--- src/rtl/core_pkg.sv ---
// core_pkg: shared fetch-stage types and defaults (state enum, XLEN/RESET_PC defaults, instruction size)
package core_pkg;
  typedef enum logic [1:0] {FETCH, EXEC, TRAP} state_e;
  localparam int XLEN_DEF = 32;
  localparam logic [31:0] RESET_PC_DEF = 32'h0000_0000;
  localparam int INSN_BYTES = 4;
endpackage

--- src/rtl/next_pc_calc.sv ---
// next_pc_calc: combinational next-PC select (Jalr > Jump > Cnd > pc+4) and misaligned-target detect
//   in:  pc, imm, rs1_val, jalr, jump, cnd
//   out: target (selected next PC), misaligned (target[1] set)
module next_pc_calc
  import core_pkg::*;
#(
  parameter int XLEN = XLEN_DEF
) (
  input  logic [XLEN-1:0] pc,
  input  logic [XLEN-1:0] imm,
  input  logic [XLEN-1:0] rs1_val,
  input  logic            jalr,
  input  logic            jump,
  input  logic            cnd,
  output logic [XLEN-1:0] target,
  output logic            misaligned
);
  logic [XLEN-1:0] jalr_sum;
  assign jalr_sum   = rs1_val + imm;
  assign target     = jalr ? {jalr_sum[XLEN-1:1], 1'b0} :
                      (jump | cnd) ? pc + imm : pc + XLEN'(INSN_BYTES);
  assign misaligned = target[1];
endmodule

--- src/rtl/pc_fetch_ctrl.sv ---
// pc_fetch_ctrl: architectural PC, fetch request (valid/ready) and misaligned-target trap
//   in:  clk, rst, Cnd, Jump, Jalr, imm, rs1_val, instr_done, trap_clear, if_req_ready
//   out: if_req_valid, if_addr, pc, pc_plus4, misalign, bad_target, taken_cnt, instret_cnt
//   PC_FETCH_PERF_EN: builds the taken/instret counters; otherwise both read 0
module pc_fetch_ctrl
  import core_pkg::*;
#(
  parameter int              XLEN     = XLEN_DEF,
  parameter logic [XLEN-1:0] RESET_PC = XLEN'(RESET_PC_DEF)
) (
  input  logic            clk,
  input  logic            rst,
  input  logic            Cnd,
  input  logic            Jump,
  input  logic            Jalr,
  input  logic [XLEN-1:0] imm,
  input  logic [XLEN-1:0] rs1_val,
  input  logic            instr_done,
  input  logic            trap_clear,
  output logic            if_req_valid,
  input  logic            if_req_ready,
  output logic [XLEN-1:0] if_addr,
  output logic [XLEN-1:0] pc,
  output logic [XLEN-1:0] pc_plus4,
  output logic            misalign,
  output logic [XLEN-1:0] bad_target,
  output logic [31:0]     taken_cnt,
  output logic [31:0]     instret_cnt
);
  state_e          state_q, state_d;
  logic [XLEN-1:0] pc_q, pc_d, bad_q, bad_d, target;
  logic            mis_q, mis_d, tgt_mis, retire;
  next_pc_calc #(.XLEN(XLEN)) u_npc (
    .pc        (pc_q),
    .imm       (imm),
    .rs1_val   (rs1_val),
    .jalr      (Jalr),
    .jump      (Jump),
    .cnd       (Cnd),
    .target    (target),
    .misaligned(tgt_mis)
  );
  assign retire = (state_q == EXEC) && instr_done;
  always_comb begin
    state_d = state_q;
    pc_d    = pc_q;
    mis_d   = mis_q;
    bad_d   = bad_q;
    if (state_q == FETCH && if_req_ready) state_d = EXEC;
    if (retire) begin
      state_d = tgt_mis ? TRAP : FETCH;
      pc_d    = tgt_mis ? pc_q : target;
      mis_d   = tgt_mis;
      bad_d   = tgt_mis ? target : bad_q;
    end
    if (state_q == TRAP && trap_clear) begin
      state_d = FETCH;
      pc_d    = RESET_PC;
      mis_d   = 1'b0;
    end
  end
  always_ff @(posedge clk) begin
    if (rst) begin
      state_q <= FETCH;
      pc_q    <= RESET_PC;
      mis_q   <= 1'b0;
      bad_q   <= '0;
    end else begin
      state_q <= state_d;
      pc_q    <= pc_d;
      mis_q   <= mis_d;
      bad_q   <= bad_d;
    end
  end
  // rst gates the request combinationally so an outstanding fetch drops immediately
  assign if_req_valid = (state_q == FETCH) && !rst;
  assign if_addr      = pc_q;
  assign pc           = pc_q;
  assign pc_plus4     = pc_q + XLEN'(INSN_BYTES);
  assign misalign     = mis_q;
  assign bad_target   = bad_q;
`ifdef PC_FETCH_PERF_EN
  logic [31:0] taken_q, instret_q;
  always_ff @(posedge clk) begin
    if (rst) begin
      taken_q   <= '0;
      instret_q <= '0;
    end else if (retire) begin
      instret_q <= instret_q + 32'd1;
      taken_q   <= taken_q + {31'd0, (Jalr | Jump | Cnd) && !tgt_mis};
    end
  end
  assign taken_cnt   = taken_q;
  assign instret_cnt = instret_q;
`else
  assign taken_cnt   = '0;
  assign instret_cnt = '0;
`endif
endmodule

--- config.mk ---
export PLATFORM = sky130hd
export DESIGN_NAME = pc_fetch_ctrl
export DESIGN_NICKNAME = d
export VERILOG_FILES = /design/src/rtl/core_pkg.sv /design/src/rtl/next_pc_calc.sv /design/src/rtl/pc_fetch_ctrl.sv
export SDC_FILE = /design/constraint.sdc
export NUM_CORES = 1
export LEC_CHECK = 0
export CAP_MARGIN = 20
export CORE_MARGIN = 3
export CORE_UTILIZATION = 43
export CTS_CLUSTER_DIAMETER = 40
export DETAILED_ROUTE_END_ITERATION = 10
export HOLD_SLACK_MARGIN = 0.1
export PLACE_DENSITY = 0.83
export RECOVER_POWER = 50
export REMOVE_ABC_BUFFERS = 1
export SKIP_LAST_GASP = 1
export SLEW_MARGIN = 10
export SYNTH_ARGS = -nofsm -noshare
export SYNTH_HDL_FRONTEND = slang
export SYNTH_SLANG_ARGS = --single-unit
--- constraint.sdc ---
create_clock -name clk -period 2.35 [get_ports clk]
set_input_delay 0.235 -clock clk [delete_from_list [all_inputs] [get_ports clk]]
set_output_delay 0.235 -clock clk [all_outputs]
set_load 0.02 [all_outputs]
== Yosys cells after proc, flatten, opt, wreduce, memory -nomap -nowiden ==
Index checks and enable logic that the tools add are counted.
Operators by class
  add/sub/neg operators: 3
  $mul: 0
  divide/modulo/power cells: 0
  order comparisons: 0
  eq/ne operators: 2
  shift operators: 0
  muxes and demuxes: 5
  bitwise logic cells: 2
  reduce and logical (&&, ||, !) cells: 10
Operators with widths (count)
  adder 32 bit: 2
  two-way mux 32 bit: 2
  adder 32 x 3 -> 32 bit, second input constant: 1
  two-way mux 2 bit: 3
  logical AND 1 bit: 4
  AND reduction 2 bit: 2
  == test 2 x 1 -> 1 bit, second input constant: 1
  == test 2 bit, second input constant: 1
  zero test 2 bit: 1
  nonzero test 2 bit: 1
  OR reduction 2 bit: 1
  zero test 1 bit: 1
  NOT 1 bit: 1
  bitwise OR 1 bit: 1
Storage, ports and cells
  flip-flop bits (word level): 66
  latch bits: 0
  memory bits (writable): 0
  memory bits (read-only): 0
  bits of input ports: 72
  output and inout bits: 194
  word-level logic and storage cells: 26
  memories kept: 0

== Longest topological paths before layout ==
  word-level depth: 5
  gate-level depth with buffers: 10

== Cells and area by module ==
Synthesis repeated with hierarchy kept, for this count alone.
Unflattened totals
  cells, all modules: 1108
  area, all modules: 7928.9 um^2
Modules (own cells, without submodules)
  next_pc_calc: times used 1, cells an instance 627, area each 4255.3 um^2, sequential area each 0.0 um^2
  pc_fetch_ctrl: times used 1, cells an instance 481, area each 3673.5 um^2, sequential area each 1341.3 um^2

== Least setup slack after synthesis ==
OpenSTA, ideal clock, no wires.
  kind: register to register
  start point: register pc_q[4], in the netlist if_addr[4]
  end point: register bad_q[28], in the netlist bad_target[28]
  setup time: 0.134 ns
  arrival: 2.509 ns
  data required time: 2.216 ns
  path slack: -0.293 ns
  cell stages (with the launch flop): 10
  path buffers: 0
  clock period less this slack: 2.643 ns
  path through: dfxtp_1 ha_1 and2_1 a221oi_1 a211o_1 a211o_1 nand4_1 a311o_1 a41oi_1 a211oi_1
On the way
  cells in the longest elaborated chain, start to end: 3
  elaborated cells on any way between the ends: 4
  classes of those cells: add/sub: 2; mux: 2
RTL lines
  from (decl): RTL line pc_fetch_ctrl.sv:31  | logic [XLEN-1:0] pc_q, pc_d, bad_q, bad_d, target;
  from (signal assigned): RTL line pc_fetch_ctrl.sv:70  | pc_q <= pc_d;
  adder 32 x 3 -> 32 bit / adder 32 bit (equally long branches): RTL line next_pc_calc.sv:21  | (jump | cnd) ? pc + imm : pc + XLEN'(INSN_BYTES);
  two-way mux 32 bit *: RTL line next_pc_calc.sv:21
  two-way mux 32 bit *: RTL line next_pc_calc.sv:20  | assign target = jalr ? {jalr_sum[XLEN-1:1], 1'b0} :
  to (signal assigned): RTL line pc_fetch_ctrl.sv:67  | bad_q <= '0;
  to (signal assigned): RTL line pc_fetch_ctrl.sv:72  | bad_q <= bad_d;
  to (decl): RTL line pc_fetch_ctrl.sv:31
Mark *: on every way between the ends. The rest lies on a longest branch, timed or not.
A chain may end at the register's enable or synchronous reset.

== Final worst setup path ==
  start point: register pc_q[0], in the netlist if_addr[0]
  end point: register bad_q[4], in the netlist bad_target[4]
On the way
  cells in the longest elaborated chain, start to end: 4
  elaborated cells on any way between the ends: 5
  classes of those cells: add/sub: 2; mux: 2; reduce/logical: 1
RTL lines (RTL line)
  adder 32 x 3 -> 32 bit / adder 32 bit (equally long branches): next_pc_calc.sv:21
  two-way mux 32 bit *: next_pc_calc.sv:21
  two-way mux 32 bit *: next_pc_calc.sv:20
  AND reduction 2 bit (no line)
Marks and branches as above.

==> results.yml <==
clock_tree:
  cts_max_level: 3
  clock_tree.root_cell: "sky130_fd_sc_hd__clkbuf_16"
  clkSinkCount: 66
  cts.path.max_buffers: 2
  clk-insertion-delay-late_ps: 350
  tritoncts: "yes"
  cts_hold_repair.buffers: 0
  cts_inserted_buffers: 9
  clk_pin_slew_ps: 70
placed_design:
  placedCellCount: 1759
  pre_cts_ws_ps: -959
  detailedPlacementHpwl_um: 28500
  place.port_buffers: 198
  post_place_instance_area_mm2: 0.0120
  gpl.final_weighted_congestion: 1.00
synth:
  ys_dominant_reg_cell: "sky130_fd_sc_hd__dfxtp_1"
  ys_async_sr_fraction_pct: 0
  synth-edff-count: 0
  syn_inst: 1076
  post_synth_num_cell_types: 88
  mappedNetlistArea_mm2: 0.00788
  syn_area_per_cell_um2: 7.32
  synth.yosys.seq_area_share_pct: 16.8
  synth.ff_latch_count: 66
  ys_warn_count: 0
detailed_routing:
  wl_per_cell_um: 23.7
  post_drt_via_cell_ratio: 6.33
  drt-met1-wl_um: 16000
  post-route-drc-count: 0
  route.top_layer_used: "met4"
  route.vias.total: 11500
  detailroute.wirelength.met3_um: 5650
  final_antenna_net_count: 0
  detailedRoute.firstIterationViolations: 1837
  drt_pass1_iterations: 8
  wl_met2_um: 19000
  wire_length_reported_by_the_detailed_router_um: 43000
timing:
  tightest_slew_ps: 528
  hold_ws_ps: 458
  setup_violations: 70
  max-slew-margin-rel_pct: 64.5
  period_needed_ps: 2740
  finalHoldViolations: 0
  unrepaired_setup_endpoints_after_global_routing: "true"
  setup_slack_ps: -392
  drv_slew: 0
  timing.fmax_mhz: 365
  layout_worst_path_cycle_share_pct: 117
  worst_clock_skew_ps: 14.5
pwr:
  p_sw_share_pct: 41.3
  power_per_cell_area_mw_per_mm2: 397
  clkPwrFrac_pct: 23.3
  combPwrFrac_pct: 54.6
  worst_ir_drop_vdd_mv: 0.622
  netSwitchingPower_mw: 2.30
  leakagePower_nw: 6.38
  cellInternalPower_mw: 3.26
  power_frac_seq_pct: 22.1
critical_path:
  regToRegStartpoint: "if_addr[0]$_SDFFE_PP0P_"
  reg2reg_setup_slack_ps: -390
  setup.worst_path.end_class: "register"
  crit-reg2reg-capture: "bad_target[4]$_SDFFE_PP0P_"
  worstSetupStartpoint: "if_addr[0]$_SDFFE_PP0P_"
  timing.critical_path.required_ps: 2580
  critPathLaunchType: "register"
  reg2regPathDepth: 10
  critPathKind: "reg -> reg"
  worst_path_max_fanout: 2
  cp_data_arrival_time_ps: 2970
  critPathCapture: "bad_target[4]$_SDFFE_PP0P_"
finish:
  layout.cell_area.non_filler_mm2: 0.0140
  design.final.nets: 1719
  final_common_cell: "sky130_fd_sc_hd__buf_4"
  drive_gt1_share_pct: 41.5
  mostFrequentLayoutCells: "sky130_fd_sc_hd__buf_4, sky130_fd_sc_hd__nand2_1, sky130_fd_sc_hd__nor2_1"
  areaGrowthSynthToFinish_pct: 78.0
  finish.cell_count_without_fillers: 1815
  util_after_layout_pct: 79.7
  fillers: 1040
die:
  start_util_pct: 44.8
  core_area_mm2: 0.0176
  chip_height_um: 141
  die_width_um: 141
  top_level_ports: 266
  total_die_area_mm2: 0.0200
  num_rows: 48
global_route:
  grt_start_max_net_pins: 32
  track_usage_pct: 37.0
  grt_antenna_before_repair: 1
  grt_first_pass_wirelength_um: 58800
  via_count_of_the_first_global_routing_pass: 10400
  grt_overflow_total: 0
run_status:
  failed_checks: "negative setup slack"
  run_status: "complete, but fails checks"
min_path:
  class_of_the_tightest_hold_or_removal_check: "reg -> reg"
job:
  max_cap_viol_count: 0
## layer usage
metal	vias to the layer above	GRT usage [%]
met5	-	0
met4	0	13.1
met3	261	8.43
met2	1013	58.6
met1	5410	49.5
li1	4804	-
## flip-flops by register name, indices dropped and copies added, names as in the netlist
| register | cells |
|---|---|
| if_addr | 31 |
| bad_target | 32 |
| state_q | 2 |
| misalign | 1 |
## Yosys cell counts, types with 8 or more instances
| cell type | count | share of area, % |
|---|---|---|
| sky130_fd_sc_hd__o211ai_1 | 14 | 1.3 |
| sky130_fd_sc_hd__o31ai_1 | 8 | 0.76 |
| sky130_fd_sc_hd__o21a_1 | 12 | 1.1 |
| sky130_fd_sc_hd__inv_1 | 24 | 1.1 |
| sky130_fd_sc_hd__ha_1 | 62 | 9.8 |
| sky130_fd_sc_hd__xnor2_1 | 37 | 4.1 |
| sky130_fd_sc_hd__nor2_1 | 93 | 4.4 |
| sky130_fd_sc_hd__clkbuf_1 | 36 | 1.7 |
| sky130_fd_sc_hd__buf_4 | 100 | 9.5 |
| sky130_fd_sc_hd__and3_1 | 10 | 0.79 |
| sky130_fd_sc_hd__nor4_1 | 9 | 0.71 |
| sky130_fd_sc_hd__xor2_1 | 26 | 2.9 |
| sky130_fd_sc_hd__a211oi_1 | 34 | 3.2 |
| sky130_fd_sc_hd__a31oi_1 | 12 | 0.95 |
| sky130_fd_sc_hd__a21oi_1 | 93 | 5.9 |
| sky130_fd_sc_hd__o21ai_0 | 62 | 3.9 |
| sky130_fd_sc_hd__dfxtp_1 | 66 | 17 |
| sky130_fd_sc_hd__nand2_1 | 117 | 5.6 |
| sky130_fd_sc_hd__a21o_1 | 18 | 1.7 |
| sky130_fd_sc_hd__mux2i_1 | 9 | 1.1 |
| sky130_fd_sc_hd__nand4_1 | 24 | 1.9 |
| sky130_fd_sc_hd__nand3_1 | 37 | 2.4 |
| sky130_fd_sc_hd__nor3_1 | 28 | 1.8 |
## cell type report
cell class | count | area (µm²) | area share [%]
Multi-Input combinational cell | 902 | 7150 | 51.0
Antenna cell | 1 | 2.50 | 0.0178
Clock inverter | 5 | 30.0 | 0.214
Sequential cell | 66 | 1380 | 9.80
Inverter | 25 | 93.8 | 0.669
Timing Repair Buffer | 580 | 4850 | 34.6
Clock buffer | 11 | 243 | 1.73
Tap cell | 225 | 282 | 2.01
## critical path: stages (launching register included)
cell and delay [ps]:
sky130_fd_sc_hd__dfxtp_2 350, sky130_fd_sc_hd__ha_4 180, sky130_fd_sc_hd__ha_4 160, sky130_fd_sc_hd__a21o_2 210
sky130_fd_sc_hd__a21oi_1 440, sky130_fd_sc_hd__xor2_1 370, sky130_fd_sc_hd__nor2_1 120, sky130_fd_sc_hd__a211oi_1 420
sky130_fd_sc_hd__a21oi_1 170, sky130_fd_sc_hd__nand2_1 110, sky130_fd_sc_hd__a21oi_1 90
## through the flow
step | setup TNS (ps) | power [mW]
after floorplan | -27940 | 2.38
after global placement | -35420 | 3.64
after detailed placement | -39780 | 3.68
after CTS | -2220 | 5.17
after global routing | -12830 | 5.72
final | -10380 | 5.56
## what timing repair did
item / 4_1_cts / 5_1_grt
pin swaps: 96 / 79
endpoints found under the setup margin: 77 / 75
resized for setup: 336 / 124
setup buffers: 25 / 17
hold endpoints to repair: 0 / 0
## power groups by stage
stage	Clock (mW)	Combinational (mW)	Sequential, mW
after floorplan	0	1.05	1.33
after detailed placement	0	2.44	1.24
after global placement	0	2.40	1.24
after global routing	1.34	3.16	1.23
after CTS	1.26	2.69	1.22
final	1.30	3.04	1.23
## how the worst min path moves through the flow
stage | startpoint | end | slack [ps] | cells past startpoint
6_report | bad_target[8]$_SDFFE_PP0P_ | bad_target[8]$_SDFFE_PP0P_ | 460 | 2
5_1_grt | bad_target[3]$_SDFFE_PP0P_ | bad_target[3]$_SDFFE_PP0P_ | 480 | 2
4_1_cts | bad_target[3]$_SDFFE_PP0P_ | bad_target[3]$_SDFFE_PP0P_ | 460 | 2
3_5_place_dp | bad_target[3]$_SDFFE_PP0P_ | bad_target[3]$_SDFFE_PP0P_ | 450 | 2
3_3_place_gp | bad_target[8]$_SDFFE_PP0P_ | bad_target[8]$_SDFFE_PP0P_ | 440 | 2
2_1_floorplan | rst | bad_target[18]$_SDFFE_PP0P_ | 300 | 1
## cell families after synthesis
group	count (synthesis)	share of synthesized area, %
flip-flops	66	16.8
XOR/XNOR	63	7.00
multiplexers	10	1.29
buffers and inverters	174	14.1
AO/OA/AOI/OAI	335	28.1
adder cells (fa/ha/maj)	63	10.1
AND/OR/NAND/NOR	364	22.6
other	1	0.0476
No activity file was read; power rests on OpenSTA's default activity.
